**src/rtl/wb_interconnect_pkg.sv**
```systemverilog
// rtl/wb_interconnect_pkg.sv - shared types and helpers for the N-slave Wishbone interconnect
package wb_interconnect_pkg;

  localparam int SLAVE_SEL_BITS = 8;
  // Widest master address the index helper accepts.
  localparam int MAX_ADDR_WIDTH = 64;

  typedef enum logic [1:0] {
    ST_IDLE,
    ST_ACTIVE,
    ST_RESP,
    ST_RELEASE
  } wb_state_e;

  function automatic logic [SLAVE_SEL_BITS-1:0] slave_index(
    input logic [MAX_ADDR_WIDTH-1:0] adr,
    input int                        addr_width
  );
    logic [MAX_ADDR_WIDTH-1:0] shifted;
    shifted = adr >> (addr_width - SLAVE_SEL_BITS);
    return shifted[SLAVE_SEL_BITS-1:0];
  endfunction

endpackage

```
**src/rtl/wb_int_aggregator.sv**
```systemverilog
// rtl/wb_int_aggregator.sv - masked, registered slave interrupt vector and its OR
module wb_int_aggregator #(
  parameter int                    NUM_SLAVES = 4,
  parameter logic [NUM_SLAVES-1:0] INT_MASK   = '1
) (
  input  logic                  clk,
  input  logic                  rst,
  input  logic [NUM_SLAVES-1:0] int_i,
  output logic [NUM_SLAVES-1:0] int_vec_o,
  output logic                  int_o
);

  logic [NUM_SLAVES-1:0] vec_d, vec_q;
  logic                  int_q;

  assign vec_d = int_i & INT_MASK;

  always_ff @(posedge clk or posedge rst) begin
    if (rst) begin
      vec_q <= '0;
      int_q <= 1'b0;
    end else begin
      vec_q <= vec_d;
      int_q <= |vec_d;
    end
  end

  assign int_vec_o = vec_q;
  assign int_o     = int_q;

endmodule

```
**src/rtl/wishbone_interconnect_n.sv**
```systemverilog
// rtl/wishbone_interconnect_n.sv - N-slave Wishbone classic interconnect, one outstanding transfer
module wishbone_interconnect_n
  import wb_interconnect_pkg::*;
#(
  parameter int                    NUM_SLAVES     = 4,
  parameter int                    DATA_WIDTH     = 32,
  parameter int                    ADDR_WIDTH     = 32,
  parameter int                    TIMEOUT_CYCLES = 255,
  parameter logic [NUM_SLAVES-1:0] INT_MASK       = '1
) (
  input  logic                             clk,
  input  logic                             rst,
  input  logic                             m_we_i,
  input  logic                             m_cyc_i,
  input  logic                             m_stb_i,
  input  logic [DATA_WIDTH/8-1:0]          m_sel_i,
  input  logic [ADDR_WIDTH-1:0]            m_adr_i,
  input  logic [DATA_WIDTH-1:0]            m_dat_i,
  output logic [DATA_WIDTH-1:0]            m_dat_o,
  output logic                             m_ack_o,
  output logic                             m_err_o,
  output logic                             m_int_o,
  output logic [NUM_SLAVES-1:0]            m_int_vec_o,
  output logic                             s_we_o,
  output logic [DATA_WIDTH/8-1:0]          s_sel_o,
  output logic [ADDR_WIDTH-1:0]            s_adr_o,
  output logic [DATA_WIDTH-1:0]            s_dat_o,
  output logic [NUM_SLAVES-1:0]            s_cyc_o,
  output logic [NUM_SLAVES-1:0]            s_stb_o,
  input  logic [NUM_SLAVES-1:0]            s_ack_i,
  input  logic [NUM_SLAVES*DATA_WIDTH-1:0] s_dat_i,
  input  logic [NUM_SLAVES-1:0]            s_int_i
);

  localparam int SEL_W = DATA_WIDTH / 8;
  localparam int CNT_W = $clog2(TIMEOUT_CYCLES + 1);

  wb_state_e                 state_q, state_d;
  logic [SLAVE_SEL_BITS-1:0] idx_q, idx_d, req_idx;
  logic                      valid_q, valid_d;
  logic [CNT_W-1:0]          cnt_q, cnt_d;
  logic                      we_q, we_d;
  logic [SEL_W-1:0]          sel_q, sel_d;
  logic [ADDR_WIDTH-1:0]     adr_q, adr_d;
  logic [DATA_WIDTH-1:0]     wdat_q, wdat_d;
  logic [DATA_WIDTH-1:0]     rdat_q, rdat_d;
  logic                      ack_q, ack_d;
  logic                      err_q, err_d;
  logic                      stb_q, stb_d;

  logic                      ack_sel;
  logic [DATA_WIDTH-1:0]     rdat_mux;
  logic [NUM_SLAVES-1:0]     slave_vec;

  assign req_idx = slave_index(MAX_ADDR_WIDTH'(m_adr_i), ADDR_WIDTH);

  always_comb begin
    ack_sel   = 1'b0;
    rdat_mux  = '0;
    slave_vec = '0;
    for (int k = 0; k < NUM_SLAVES; k++) begin
      if (int'(idx_q) == k) begin
        ack_sel      = s_ack_i[k];
        rdat_mux     = s_dat_i[k*DATA_WIDTH +: DATA_WIDTH];
        slave_vec[k] = 1'b1;
      end
    end
  end

  // An unmapped index still spends one strobe-less ACTIVE cycle, so the error
  // arrives with the same latency as the fastest possible slave ack.
  always_comb begin
    state_d = state_q;
    idx_d   = idx_q;
    valid_d = valid_q;
    cnt_d   = cnt_q;
    we_d    = we_q;
    sel_d   = sel_q;
    adr_d   = adr_q;
    wdat_d  = wdat_q;
    rdat_d  = rdat_q;
    ack_d   = 1'b0;
    err_d   = 1'b0;
    stb_d   = stb_q;
    unique case (state_q)
      ST_IDLE: begin
        if (m_cyc_i && m_stb_i) begin
          idx_d   = req_idx;
          valid_d = int'(req_idx) < NUM_SLAVES;
          cnt_d   = '0;
          we_d    = m_we_i;
          sel_d   = m_sel_i;
          adr_d   = {{SLAVE_SEL_BITS{1'b0}}, m_adr_i[ADDR_WIDTH-SLAVE_SEL_BITS-1:0]};
          wdat_d  = m_dat_i;
          stb_d   = valid_d;
          state_d = ST_ACTIVE;
        end
      end
      ST_ACTIVE: begin
        if (!m_cyc_i) begin
          stb_d   = 1'b0;
          state_d = ST_IDLE;
        end else if (!valid_q) begin
          err_d   = 1'b1;
          rdat_d  = '0;
          state_d = ST_RESP;
        end else if (ack_sel) begin
          rdat_d  = rdat_mux;
          ack_d   = 1'b1;
          stb_d   = 1'b0;
          state_d = ST_RESP;
        end else if (cnt_q == CNT_W'(TIMEOUT_CYCLES - 1)) begin
          err_d   = 1'b1;
          rdat_d  = '0;
          stb_d   = 1'b0;
          state_d = ST_RESP;
        end else begin
          cnt_d = cnt_q + 1'b1;
        end
      end
      ST_RESP: state_d = ST_RELEASE;
      ST_RELEASE: begin
        if (!m_stb_i) state_d = ST_IDLE;
      end
      default: state_d = ST_IDLE;
    endcase
  end

  always_ff @(posedge clk or posedge rst) begin
    if (rst) begin
      state_q <= ST_IDLE;
      idx_q   <= '0;
      valid_q <= 1'b0;
      cnt_q   <= '0;
      we_q    <= 1'b0;
      sel_q   <= '0;
      adr_q   <= '0;
      wdat_q  <= '0;
      rdat_q  <= '0;
      ack_q   <= 1'b0;
      err_q   <= 1'b0;
      stb_q   <= 1'b0;
    end else begin
      state_q <= state_d;
      idx_q   <= idx_d;
      valid_q <= valid_d;
      cnt_q   <= cnt_d;
      we_q    <= we_d;
      sel_q   <= sel_d;
      adr_q   <= adr_d;
      wdat_q  <= wdat_d;
      rdat_q  <= rdat_d;
      ack_q   <= ack_d;
      err_q   <= err_d;
      stb_q   <= stb_d;
    end
  end

  assign m_dat_o = rdat_q;
  assign m_ack_o = ack_q;
  assign m_err_o = err_q;
  assign s_we_o  = we_q;
  assign s_sel_o = sel_q;
  assign s_adr_o = adr_q;
  assign s_dat_o = wdat_q;
  assign s_stb_o = stb_q ? slave_vec : '0;
  assign s_cyc_o = stb_q ? slave_vec : '0;

  wb_int_aggregator #(
    .NUM_SLAVES(NUM_SLAVES),
    .INT_MASK  (INT_MASK)
  ) u_int_aggregator (
    .clk      (clk),
    .rst      (rst),
    .int_i    (s_int_i),
    .int_vec_o(m_int_vec_o),
    .int_o    (m_int_o)
  );

endmodule

```
**config.mk**
```make
export PLATFORM = sky130hd
export DESIGN_NAME = wishbone_interconnect_n
export DESIGN_NICKNAME = d
export VERILOG_FILES = /design/src/rtl/wb_interconnect_pkg.sv /design/src/rtl/wb_int_aggregator.sv /design/src/rtl/wishbone_interconnect_n.sv
export SDC_FILE = /design/constraint.sdc
export NUM_CORES = 1
export LEC_CHECK = 0
export BUFFER_PORTS_ARGS = -buffer_cell sky130_fd_sc_hd__buf_4
export CORE_MARGIN = 10
export CORE_UTILIZATION = 48
export CTS_CLUSTER_DIAMETER = 100
export CTS_CLUSTER_SIZE = 10
export DETAILED_ROUTE_END_ITERATION = 16
export PLACE_DENSITY = 0.86
export SLEW_MARGIN = 15
export SYNTH_ARGS = -nofsm -noshare
export SYNTH_HDL_FRONTEND = slang
export SYNTH_SLANG_ARGS = --single-unit
```
**constraint.sdc**
```tcl
create_clock -name clk -period 7.78 [get_ports clk]
set_input_delay 0.389 -clock clk [delete_from_list [all_inputs] [get_ports clk]]
set_output_delay 0.389 -clock clk [all_outputs]
set_load 0.02 [all_outputs]
```
==> impl_results.md <==
* Clock transition at path regs at 0.05 ns
* Top delay family on crit path: buffers and inverters
* Share of cells above drive strength 1 at 45.5%
* PnR worst setup slack at 5.23 ns
* Worst relative slew slack at 37.3%
* Routed wire length at 21,800 µm
* FP Rows at 39
* TritonCTS clock tree: built
* Min Hold Slack at 0.0663 ns
* Pin count of the biggest net entering global routing at 77
* Critical Path RT at 7.39 ns
* Total global-route track usage at 24.9%
* Asr flop ratio synth at 100%
* Port bufs at 316
* Syn avg cell area at 10.4 µm²
* Highest ir drop seen on vdd at 0.219 mV
* Reg2reg start: idx_q[0]
* Top FF cell, synth: dfrtp_1
* Fin crit share at 32.7%
* Synth Cell Area at 0.00575 mm²
* Pre-CTS setup slack at 5.07 ns
* Hold Fails Final Rpt at 0
* Leakage power at 4.52 nW
* Pwr Density at 329 mW/mm²
* Initial Util at 49.7%
* Hold Crit Class: input pin to async pin
* Num CTS Buffers at 17
* Placed insts at 973
* CTS H-tree depth at 4
* DRT iter0 DRCs at 471
* Clk sinks at 120
* Pre-antenna DRT Iters at 7
* Fin nets at 1,060
* Initial antenna violation count at 0
* Crit path top cell by count: buf_4
* Top cells by count, synth: 217 x nand2_1, 120 x dfrtp_1, 29 x clkbuf_1
* Core area at 0.0116 mm²
* Critical path buffer and inverter count at 2
* R2R cell count at 4
* Endpoints failing setup at 0
* Via density at 5.41
* Hold-fix buffer count after cts at 0
* Clock root cell: clkbuf_16
* CP Launch Type: register
* Non-Filler Instances at 1,005
* Vias in the first global route at 5,654
* Grt ovf at 0
* Yosys top cell area share at 52.2%
* CP max FO at 42
* Post_cts resized at 0
* Reg2Reg Capture Point: m_dat_o[23]
* ANT cells at 0
* P&R area growth vs syn at 51.4%
* Setup bufs post-CTS at 0
* Outcome: completed
* Max-slew violations at 0
* Crit-path cells: buf_4 -> nand4_1 -> nor2_1 -> buf_4
* Maximum clock insertion buffer count at 2
* Setup TNS at 0 ns
* Unrepaired setup endpoints after global routing: false
* Max_cap viols at 0
* Final Critical Period at 2.55 ns
* GR Util met1 at 27.0%
* Vias at 5,439
* I/O pin count at 325
* Antenna Nets Post-Route at 0
* First-pass GRT wire length at 32,200 µm
* Crit path DAT at 2.16 ns
* Critical Setup Path Class: register to output pin
* Final GP Congestion at 0.924
* Actual slew at the worst max-slew pin at 0.938 ns
* Post-DP HPWL at 17,200 µm
* Crit. End Element: output pin
* Post-synthesis sequential area ratio at 52.2%
* Count leader, synth: nand2_1
* Gr busiest metal: met2
* Yosys Warn Count at 0
* Setup Skew at 0.00893 ns
* Die span in x at 129 µm
* Grt met2 use at 43.4%
* Post-synth EDFFs at 0
* Max Freq at 393 MHz
* Global-route track usage on met3 at 10.3%
* DRC viols at 0
* #FFs+latches synth at 120
* Crit path largest cell delay at 0.52 ns
* Cell taking the most area after synthesis: dfrtp_1
* Worst R2R Setup Slack at 5.42 ns
* Die area at 0.0168 mm²
* Synth cell types at 46
* Synthesized instance count at 552
* Die height at 129 µm
* Drt wl/cell at 21.7 µm
* Worst-Skew Late Latency at 0.40 ns
* Synth top area cells: dfrtp_1 52%, nand2_1 14%, mux4_2 11%
* Slowest CP cell: buf_4
==> report_power, final <==
group | leakage, nW | switching (mW) | internal (mW)
combinational | 2.69 | 0.650 | 0.504
sequential | 1.55 | 0.123 | 0.811
clock | 0.276 | 0.274 | 0.502
==> cells in the final DEF (no fill, tap or decap), types with 2 or more instances in the layout <==
cell type	synthesis	final
clkbuf_1	29	3
nor4_1	2	2
dfrtp_1	120	119
a31oi_1	2	2
conb_1	1	8
o21ai_0	14	14
nand2_1	217	217
nor2_1	8	8
nor2b_1	2	2
buf_4	12	321
clkinvlp_4	0	4
ha_1	2	2
clkinv_4	0	2
or2_2	3	3
clkinv_2	0	3
o31ai_1	2	2
o211ai_1	6	6
clkbuf_16	0	17
a32o_1	28	28
nand4_1	6	6
inv_1	11	10
nor3b_1	3	3
bufinv_16	0	3
mux2i_1	14	14
nand3_1	8	7
nor3_1	2	2
mux4_2	28	28
and3_1	3	3
==> sequential cells by signal, summed over array words and instances (netlist names), named ones only <==
signal                      cells
stb_q                           1
idx_q                           8
cnt_q                           8
s_we_o                          1
u_int_aggregator.int_o          1
s_adr_o                        24
s_sel_o                         4
u_int_aggregator.int_vec_o      4
m_err_o                         1
state_q                         1
m_ack_o                         1
s_dat_o                        32
m_dat_o                        32
valid_q                         1
==> cell type report <==
type / instances / area, µm²
flip-flops and latches: 120 / 3000
inverters: 11 / 43.8
well taps: 143 / 179
clock inverters: 12 / 153
fillers: 822 / 2860
clock buffers: 20 / 437
repair buffers: 321 / 2410
multi-input cells: 378 / 2480
==> how the worst max path moves through the flow <==
stage	start	endpoint	depth (start not counted)
floorplan	rst	async pin	1
global placement	state_q[0]	m_dat_o[1]	4
detailed placement	state_q[0]	m_dat_o[31]	4
CTS	state_q[0]	m_dat_o[20]	4
global route	idx_q[0]	s_cyc_o[3]	4
finish	idx_q[0]	s_cyc_o[3]	4
==> stage by stage <==
stage / cell area, µm² / utilization [%] / power (mW)
finish: 8710 / 75.3 / 2.87
CTS: 8710 / 75.3 / 2.89
floorplan: 5780 / - / 1.63
detailed placement: 8120 / 70.2 / 2.10
global route: 8710 / 75.3 / 3.03
global placement: 8120 / 70.2 / 2.07
==> routing by layer <==
metal  vias up  share of wire, %
met5         -                 0
met3        42                10
met1      2643                35
met4         0               2.7
met2       264                52
li1       2490                 -
==> logic make-up after synthesis <==
group                      synth area share (%)
AOI/OAI and AO/OA                          9.18
and+or+nand+nor                            19.1
DFF                                        52.2
buffers and inverters                      5.48
muxes                                      13.6
adders and majority gates                 0.435
other                                    0.0652
(Power assumes the default switching activity.)
